### config.mk
export PLATFORM = sky130hd
export DESIGN_NAME = tt_input_debounce
export DESIGN_NICKNAME = d
export VERILOG_FILES = /design/src/rtl/tt_input_debounce.sv
export SDC_FILE = /design/constraint.sdc
export NUM_CORES = 1
export LEC_CHECK = 0
export CAP_MARGIN = 30
export CELL_PAD_IN_SITES_DETAIL_PLACEMENT = 0
export CELL_PAD_IN_SITES_GLOBAL_PLACEMENT = 1
export CORE_MARGIN = 5
export CORE_UTILIZATION = 40
export DETAILED_ROUTE_END_ITERATION = 8
export HOLD_SLACK_MARGIN = 0.15
export PLACE_DENSITY = 0.69
export REMOVE_ABC_BUFFERS = 1
export SLEW_MARGIN = 25
export SYNTH_ARGS = -nofsm -noshare
export SYNTH_HDL_FRONTEND = slang
export SYNTH_SLANG_ARGS = --single-unit
### constraint.sdc
create_clock -name clk -period 3.5 [get_ports clk]
set_input_delay 0.7 -clock clk [delete_from_list [all_inputs] [get_ports clk]]
set_output_delay 0.7 -clock clk [all_outputs]
set_load 0.005 [all_outputs]
### src/rtl/tt_input_debounce.sv
// Input conditioning for the tile switch bank: synchroniser, per-bit debounce, edge pulses, and an event snapshot.
// Latency: an input that is held steady reaches sw_out/rise/fall at edge SYNC_STAGES+DEBOUNCE_CYCLES. The event updates on the same edge as the pulses.
// Backpressure: only one snapshot is held. A change that arrives while the snapshot is unaccepted overwrites it and sets the sticky evt_overrun.
module tt_input_debounce #(
    parameter int WIDTH           = 8,
    parameter int SYNC_STAGES     = 2,
    parameter int DEBOUNCE_CYCLES = 16
) (
    input  logic             clk,
    input  logic             rst_n,
    input  logic             ena,
    input  logic [WIDTH-1:0] sw_in,
    output logic [WIDTH-1:0] sw_out,
    output logic [WIDTH-1:0] rise,
    output logic [WIDTH-1:0] fall,
    output logic             evt_valid,
    output logic [WIDTH-1:0] evt_data,
    input  logic             evt_ready,
    output logic             evt_overrun
);

    localparam int CNT_W = $clog2(DEBOUNCE_CYCLES + 1);
    localparam logic [CNT_W-1:0] CNT_LAST = CNT_W'(DEBOUNCE_CYCLES - 1);

    logic [SYNC_STAGES-1:0][WIDTH-1:0] sync_q;
    logic [WIDTH-1:0]                  synced;

    logic [CNT_W-1:0] cnt_q [WIDTH];
    logic [CNT_W-1:0] cnt_d [WIDTH];
    logic [WIDTH-1:0] sw_q, sw_d;
    logic [WIDTH-1:0] rise_q, rise_d;
    logic [WIDTH-1:0] fall_q, fall_d;

    logic             change;
    logic             accept;
    logic             evt_valid_q, evt_valid_d;
    logic [WIDTH-1:0] evt_data_q, evt_data_d;
    logic             evt_overrun_q, evt_overrun_d;

    // Synchroniser chain. It runs regardless of ena, so the synced view stays current while the tile is frozen.
    always_ff @(posedge clk or negedge rst_n) begin
        if (!rst_n) begin
            sync_q <= '0;
        end else begin
            sync_q[0] <= sw_in;
            for (int s = 1; s < SYNC_STAGES; s++) begin
                sync_q[s] <= sync_q[s-1];
            end
        end
    end

    assign synced = sync_q[SYNC_STAGES-1];

    // Per-bit debounce.
    // A change is accepted only after DEBOUNCE_CYCLES consecutive mismatching samples.
    // Any sample that agrees with the stable level restarts the count.
    always_comb begin
        sw_d   = sw_q;
        rise_d = '0;
        fall_d = '0;
        for (int i = 0; i < WIDTH; i++) begin
            cnt_d[i] = cnt_q[i];
            if (ena) begin
                if (synced[i] == sw_q[i]) begin
                    cnt_d[i] = '0;
                end else if (cnt_q[i] == CNT_LAST) begin
                    sw_d[i]   = synced[i];
                    cnt_d[i]  = '0;
                    rise_d[i] = synced[i];
                    fall_d[i] = ~synced[i];
                end else begin
                    cnt_d[i] = cnt_q[i] + 1'b1;
                end
            end
        end
    end

    // Debounce state and the registered edge pulses.
    always_ff @(posedge clk or negedge rst_n) begin
        if (!rst_n) begin
            sw_q   <= '0;
            rise_q <= '0;
            fall_q <= '0;
            for (int i = 0; i < WIDTH; i++) begin
                cnt_q[i] <= '0;
            end
        end else begin
            sw_q   <= sw_d;
            rise_q <= rise_d;
            fall_q <= fall_d;
            for (int i = 0; i < WIDTH; i++) begin
                cnt_q[i] <= cnt_d[i];
            end
        end
    end

    assign change = |(rise_d | fall_d);
    assign accept = evt_valid_q & evt_ready;

    // Snapshot channel.
    // A new change always wins over an accept on the same edge.
    // Overrun is raised only when a pending, unaccepted snapshot is overwritten.
    always_comb begin
        evt_valid_d   = evt_valid_q;
        evt_data_d    = evt_data_q;
        evt_overrun_d = evt_overrun_q;
        if (change) begin
            evt_valid_d = 1'b1;
            evt_data_d  = sw_d;
            if (accept) begin
                evt_overrun_d = 1'b0;
            end else if (evt_valid_q) begin
                evt_overrun_d = 1'b1;
            end
        end else if (accept) begin
            evt_valid_d   = 1'b0;
            evt_overrun_d = 1'b0;
        end
    end

    // Snapshot registers. The handshake keeps working while ena is low.
    always_ff @(posedge clk or negedge rst_n) begin
        if (!rst_n) begin
            evt_valid_q   <= 1'b0;
            evt_data_q    <= '0;
            evt_overrun_q <= 1'b0;
        end else begin
            evt_valid_q   <= evt_valid_d;
            evt_data_q    <= evt_data_d;
            evt_overrun_q <= evt_overrun_d;
        end
    end

    assign sw_out      = sw_q;
    assign rise        = rise_q;
    assign fall        = fall_q;
    assign evt_valid   = evt_valid_q;
    assign evt_data    = evt_data_q;
    assign evt_overrun = evt_overrun_q;

endmodule

==> results.sh, run 1 <==
export IMPL_clock_sinks=90
export IMPL_synth_seq_area_share_pct=61.3
export IMPL_insertion_delay_ps=360
export IMPL_outcome="completed"
export IMPL_grt_use_total_pct=13.4
export IMPL_netlist_area_um2=3670
export IMPL_drc=0
export IMPL_path_clk_slew_ps=80
export IMPL_postCtsSetupBuffers=0
export IMPL_ff2ff_setup_slack_ps=1240
export IMPL_ys_flop_type="dfrtp_1"
export IMPL_clkPwrFrac_pct=40.3
export IMPL_synth_edf_count=0
export IMPL_p_sw_uw=474
export IMPL_initial_utilization_pct=40.3
export IMPL_overflow=0
export IMPL_slew_violations=0
export IMPL_nets=355
export IMPL_syn_inst=279
export IMPL_cts_hold_repair_buffers=0
export IMPL_wl_met3_um=313
export IMPL_avgSynthCellArea_um2=13.2
export IMPL_async_reset_ff_share_pct=100
export IMPL_yosys_area_share_xor_xnor_pct=4.64
export IMPL_finalInstanceArea_um2=4520
export IMPL_fp_coreArea_um2=9110
export IMPL_drive_gt1_share_pct=15.3
export IMPL_setup_tns_ps=0
export IMPL_grt_max_degree=47
export IMPL_critPathLaunchType="input pin"
export IMPL_gp_congestion=0.755
export IMPL_finalCriticalPeriod_ps=2310
export IMPL_maxClockFrequency_mhz=433
export IMPL_final_antenna_net_count=0
export IMPL_n_antenna_cell=0
export IMPL_vdd_drop_max_mv=0.237
export IMPL_h_tree_depth=3
export IMPL_synth_seq_cells=90
export IMPL_hold_path_class="in2async"
export IMPL_placed_cell_area_um2=4270
export IMPL_setup_viol=0
export IMPL_synth_compound_area_share_pct=11.1
export IMPL_synth_cell_type_count=32
export IMPL_synth_area_mux_share_pct=7.63
export IMPL_wl_met1_mm=3.30
export IMPL_cp_max_fo=16
export IMPL_ys_warn_count=0
export IMPL_slew_headroom_pct=61.6
export IMPL_port_buffers=45
export IMPL_tightest_slew_ps=576
export IMPL_holdWs_ps=345
export IMPL_first_pass_iters=4
export IMPL_final_cell_count_no_fill=451
export IMPL_finalHoldViolations=0
export IMPL_rsz0062_at_grt="false"
export IMPL_n_fill_cell=825
export IMPL_numCtsBuffers=9
export IMPL_die_area_um2=11200
export IMPL_dp_cells=434
export IMPL_grt_pass1_wl_mm=12.0
export IMPL_p_int_uw=1610
export IMPL_p_comb_share_pct=6.1
export IMPL_dr_total_vias=2332
export IMPL_die_h_um=106
export IMPL_worst_setup_path_end_kind="flip-flop"
export IMPL_io_pins=46
export IMPL_critPathKind="in2reg"
export IMPL_dr_max_layer_used="met4"
export IMPL_antenna_found_initial=0
export IMPL_route_met2_wl_mm=3.16
export IMPL_seqPwrFrac_pct=53.6
export IMPL_area_growth_pct=23.2
export IMPL_clock_skew_ps=7.11
export IMPL_grt_pass1_vias=2438
export IMPL_row_count=35
export IMPL_die_w_um=106
export IMPL_synthAdderAreaFrac_pct=2.73
export IMPL_drt_total_wl_mm=6.87
export IMPL_synth_top_family_by_area="simple AND/OR/NAND/NOR gates"
export IMPL_cp_required_ps=3740
export IMPL_routedWlPerCell_um=15.2
export IMPL_maxCapViolCount=0
export IMPL_root_buffer="clkbuf_8"
export IMPL_cts_tree="built"
export IMPL_fin_crit_sh_pct=65.9
export IMPL_dr_first_iter_drc_count=110
export IMPL_clockBufferDepth=2
export IMPL_p_sw_share_pct=22.7
export IMPL_power_leakage_uw=0.00198
export IMPL_cts_resized=0
export IMPL_p_per_area_nw_per_um2=461
export IMPL_fin_total_pwr_uw=2090
export IMPL_yosys_area_share_simple_pct=11.4
export IMPL_arrival_ps=2550
export IMPL_routed_via_density=5.17
export IMPL_hpwl_mm=4.59
[power groups by stage]
stage	logic [uW]	clock network (uW)	registers, uW
finish	127	840	1120
global route	150	902	1130
CTS	128	865	1120
detailed placement	127	0	1140
global placement	125	0	1140
floorplan	71.1	0	1130
[per-layer routing]
metal  GRT usage, %  vias up
li1               -     1128
met1           18.1     1148
met2           20.2       45
met3           4.04       11
met4           5.09        0
met5              0        -
[cell usage in the layout (no fill, tap or decap), types with 4 or more instances in the layout]
cell type	Yosys	layout
xor2_1	8	8
ha_1	8	8
a32o_1	7	7
a31oi_1	8	8
or2_2	7	7
nand3_1	9	9
nor2_1	8	8
buf_4	0	7
xnor2_1	4	4
clkdlybuf4s50_1	0	44
dfrtp_1	90	90
nand2_1	24	24
mux2_4	8	8
clkbuf_8	0	9
mux2_2	8	8
nand4b_1	7	7
o21ai_0	18	18
o2bb2ai_1	9	9
nor3b_1	16	16
o21a_1	9	9
xnor2_2	4	4
mux2i_1	7	7
[Yosys cell counts (2+ instances only)]
cell	n	share of area, %
clkbuf_1	5	0.51
o21a_1	9	1.8
xnor2_1	4	0.95
nor3b_1	16	3.3
or2_2	7	1.2
o21ai_0	18	2.5
a31oi_1	8	1.4
mux2i_1	7	1.9
ha_1	8	2.7
dfrtp_1	90	61
a32o_1	7	1.9
nor2_1	8	0.82
inv_1	2	0.20
o2bb2ai_1	9	2.1
nand3_1	9	1.2
mux2_4	8	3.3
xnor2_2	4	1.8
xor2_1	8	1.9
o22ai_1	3	0.51
mux2_2	8	2.5
nand4b_1	7	1.7
nand2_1	24	2.5
[layout make-up]
type / count / area, um^2 / area share, %
Multi-Input combinational cell: 180 / 1380 / 30.4
Timing Repair Buffer: 52 / 508 / 11.2
Clock inverter: 7 / 116 / 2.57
Clock buffer: 9 / 124 / 2.74
Inverter: 2 / 7.51 / 0.166
Tap cell: 111 / 139 / 3.07
Sequential cell: 90 / 2250 / 49.8
[state kept, by name, summed over array words and instances, names as in the netlist]
register / count
cnt_q: 40
evt_data: 8
evt_overrun: 1
evt_valid: 1
fall: 8
rise: 8
sw_out: 8
sync_q: 8
synced: 8
[worst max-delay path, cell delays in order]
cell and delay [ps]:
clkdlybuf4s50_1 480, inv_1 240, buf_8 250, or2_2 330
mux2_2 290, mux2_4 260
[cells by family after synthesis]
family	count (synthesis)
multiplexers	23
buffers and inverters	9
flip-flops	90
XOR/XNOR	16
adder cells (fa/ha/maj)	8
AND/OR/NAND/NOR	75
AO/OA/AOI/OAI	58
[stage by stage]
step                worst slack [ps]  utilization, %
global route                    1080            49.7
detailed placement               641            46.9
finish                          1190            49.7
global placement                 642            46.9
floorplan                       1300               -
CTS                             1020            49.5
[final timing paths]
path | from | endpoint | cells past startpoint
min in group clk | sync_q[2]$_DFF_PN0_ | synced[2]$_DFF_PN0_ | 0
max in group asynchronous | rst_n | synced[7]$_DFF_PN0_ | 2
worst min-delay path | rst_n | cnt_q[37]$_DFFE_PN0P_ | 1
worst min register to register | sync_q[2]$_DFF_PN0_ | synced[2]$_DFF_PN0_ | 0
worst max register to register | cnt_q[35]$_DFFE_PN0P_ | evt_data[5]$_DFFE_PN0P_ | 6
worst max-delay path | ena | evt_data[7]$_DFFE_PN0P_ | 6
No activity file was read; power rests on OpenSTA's default activity.
==> inputs of run 2 (changes only) <==
==> constraint.sdc (replaced) <==
create_clock -name clk -period 2.3 [get_ports clk]
set_input_delay 0.46 -clock clk [delete_from_list [all_inputs] [get_ports clk]]
set_output_delay 0.46 -clock clk [all_outputs]
set_load 0.005 [all_outputs]
==> results.sh, run 2 (synthesis results as in run 1) <==
export IMPL_cp_required_ps=2540
export IMPL_whs_path_depth=0
export IMPL_setup_tns_ps=0
export IMPL_maxClockFrequency_mhz=481
export IMPL_p_per_area_nw_per_um2=670
export IMPL_arrival_ps=2320
export IMPL_grt_pass1_wl_mm=11.8
export IMPL_slew_violations=0
export IMPL_drive_gt1_share_pct=14.9
export IMPL_root_buffer="clkbuf_8"
export IMPL_worst_setup_path_end_kind="flip-flop"
export IMPL_die_w_um=106
export IMPL_slowest_delay_ps=450
export IMPL_path_buf_inv=1
export IMPL_power_leakage_uw=0.00198
export IMPL_hold_path_class="reg2reg"
export IMPL_final_common_cell="dfrtp_1"
export IMPL_grt_use_total_pct=13.5
export IMPL_clock_skew_ps=8.12
export IMPL_crit_chain="ha_1 -> nand4b_1 -> o22ai_1 -> o41a_1 -> buf_4 -> mux2_4"
export IMPL_tightest_slew_ps=482
export IMPL_dr_first_iter_drc_count=72
export IMPL_slew_headroom_pct=67.8
export IMPL_drt_total_wl_mm=7.17
export IMPL_die_area_um2=11200
export IMPL_clock_sinks=90
export IMPL_fp_coreArea_um2=9110
export IMPL_numCtsBuffers=9
export IMPL_layout_common_cells="dfrtp_1, clkdlybuf4s50_1, nand2_1"
export IMPL_finalCriticalPeriod_ps=2080
export IMPL_antenna_found_initial=0
export IMPL_largest_reg_flops=40
export IMPL_port_buffers=45
export IMPL_critPathKind="reg2reg"
export IMPL_initial_utilization_pct=40.3
export IMPL_path_clk_slew_ps=80
export IMPL_insertion_delay_ps=350
export IMPL_ff2ff_path_depth=6
export IMPL_nets=359
export IMPL_outcome="completed"
export IMPL_vdd_drop_max_mv=0.322
export IMPL_row_count=35
export IMPL_drc=0
export IMPL_maxCapViolCount=0
export IMPL_grt_max_degree=37
export IMPL_holdWs_ps=348
export IMPL_io_pins=46
export IMPL_grt_pass1_vias=2353
export IMPL_clockBufferDepth=2
export IMPL_dr_total_vias=2368
export IMPL_area_growth_pct=23.1
export IMPL_cp_max_fo=7
export IMPL_final_antenna_net_count=0
export IMPL_setup_viol=0
export IMPL_cts_resized=0
export IMPL_hpwl_mm=4.83
export IMPL_critPathLaunchType="flip-flop"
export IMPL_n_antenna_cell=0
export IMPL_gp_congestion=0.747
export IMPL_h_tree_depth=3
export IMPL_overflow=0
export IMPL_critPathTopFamily="compound AO/OA/AOI/OAI gates"
export IMPL_die_h_um=106
export IMPL_routed_via_density=5.22
export IMPL_finalHoldViolations=0
export IMPL_rsz0062_at_grt="false"
export IMPL_first_pass_iters=4
export IMPL_routedWlPerCell_um=15.8
export IMPL_cp_num_cells=6
export IMPL_slowest_stage="o41a_1"
export IMPL_largest_register="cnt_q"
export IMPL_cts_tree="built"
export IMPL_fin_crit_sh_pct=90.4
==> run 2: cell types whose count changed in the layout (fill, tap and decap cells not counted) <==
cell / before / now
buf_12: 0 / 1
buf_4: 7 / 10
buf_8: 1 / 0
bufinv_16: 3 / 2
clkbuf_1: 0 / 3
clkinv_2: 2 / 1
clkinvlp_4: 1 / 0
dlygate4sd3_1: 0 / 1
inv_6: 1 / 0
==> run 2: worst paths after layout <==
check                                 startpoint                      end  slack, ps
max                        cnt_q[15]$_DFFE_PN0P_  evt_data[2]$_DFFE_PN0P_        220
min reg2reg                  sync_q[4]$_DFF_PN0_      synced[4]$_DFF_PN0_        350
min                          sync_q[4]$_DFF_PN0_      synced[4]$_DFF_PN0_        350
min in group asynchronous                  rst_n    cnt_q[36]$_DFFE_PN0P_        610
max reg2reg                cnt_q[15]$_DFFE_PN0P_  evt_data[2]$_DFFE_PN0P_        220
max in group asynchronous                  rst_n      synced[0]$_DFF_PN0_       1080
==> run 2: per-layer routing <==
metal  wire length, um  track usage (%)  vias up  share of wire [%]
met5                 0                0        -                  0
met2              3330             21.0       38                 47
li1                  -                -     1129                  -
met4               116             4.53        0                1.6
met1              3430             17.7     1192                 48
met3               284             4.35        9                4.0
==> run 2: cell type report <==
class	instances	area (um^2)
clock buffers	12	135
clock inverters	3	65.1
inverters	2	7.51
flip-flops and latches	90	2250
fillers	822	4590
well taps	111	139
multi-input cells	180	1380
repair buffers	56	546
==> run 2: per-stage QoR <==
| step | instance area (um^2) | cells | power [uW] | utilization (%) | worst slack (ps) |
|---|---|---|---|---|---|
| global route | 4520 | 454 | 3170 | 49.6 | 131 |
| detailed placement | 4310 | 438 | 1930 | 47.3 | 112 |
| CTS | 4520 | 454 | 3070 | 49.6 | 222 |
| floorplan | 3640 | 272 | 1830 | - | 324 |
| global placement | 4310 | 438 | 1930 | 47.3 | 133 |
| finish | 4520 | 454 | 3030 | 49.6 | 220 |
==> run 2: repair_timing <==
action | CTS | global route
setup buffers | 0 | 0
hold buffers | 1 | 0
endpoints found under the hold margin | 32 | 0
setup endpoints to repair | 0 | 0
==> run 2: report_power, final <==
group	total, uW	switching, uW	leakage, uW	internal (uW)
clock	1130	524	0.000100	607
combinational	197	106	0.000683	91.1
sequential	1700	58.8	0.00120	1640
total	3030	689	0.00198	2340
==> inputs of run 3 (changes only) <==
--- a/config.mk
+++ b/config.mk
@@ -11,10 +11,11 @@
 export CORE_MARGIN = 5
 export CORE_UTILIZATION = 40
 export DETAILED_ROUTE_END_ITERATION = 8
-export HOLD_SLACK_MARGIN = 0.15
+export HOLD_SLACK_MARGIN = 0.12
 export PLACE_DENSITY = 0.69
 export REMOVE_ABC_BUFFERS = 1
 export SLEW_MARGIN = 25
 export SYNTH_ARGS = -nofsm -noshare
 export SYNTH_HDL_FRONTEND = slang
 export SYNTH_SLANG_ARGS = --single-unit
+export TNS_END_PERCENT = 100
==> results of run 3 <==
No change in the layout: final DEF, timing and power equal those of run 2.
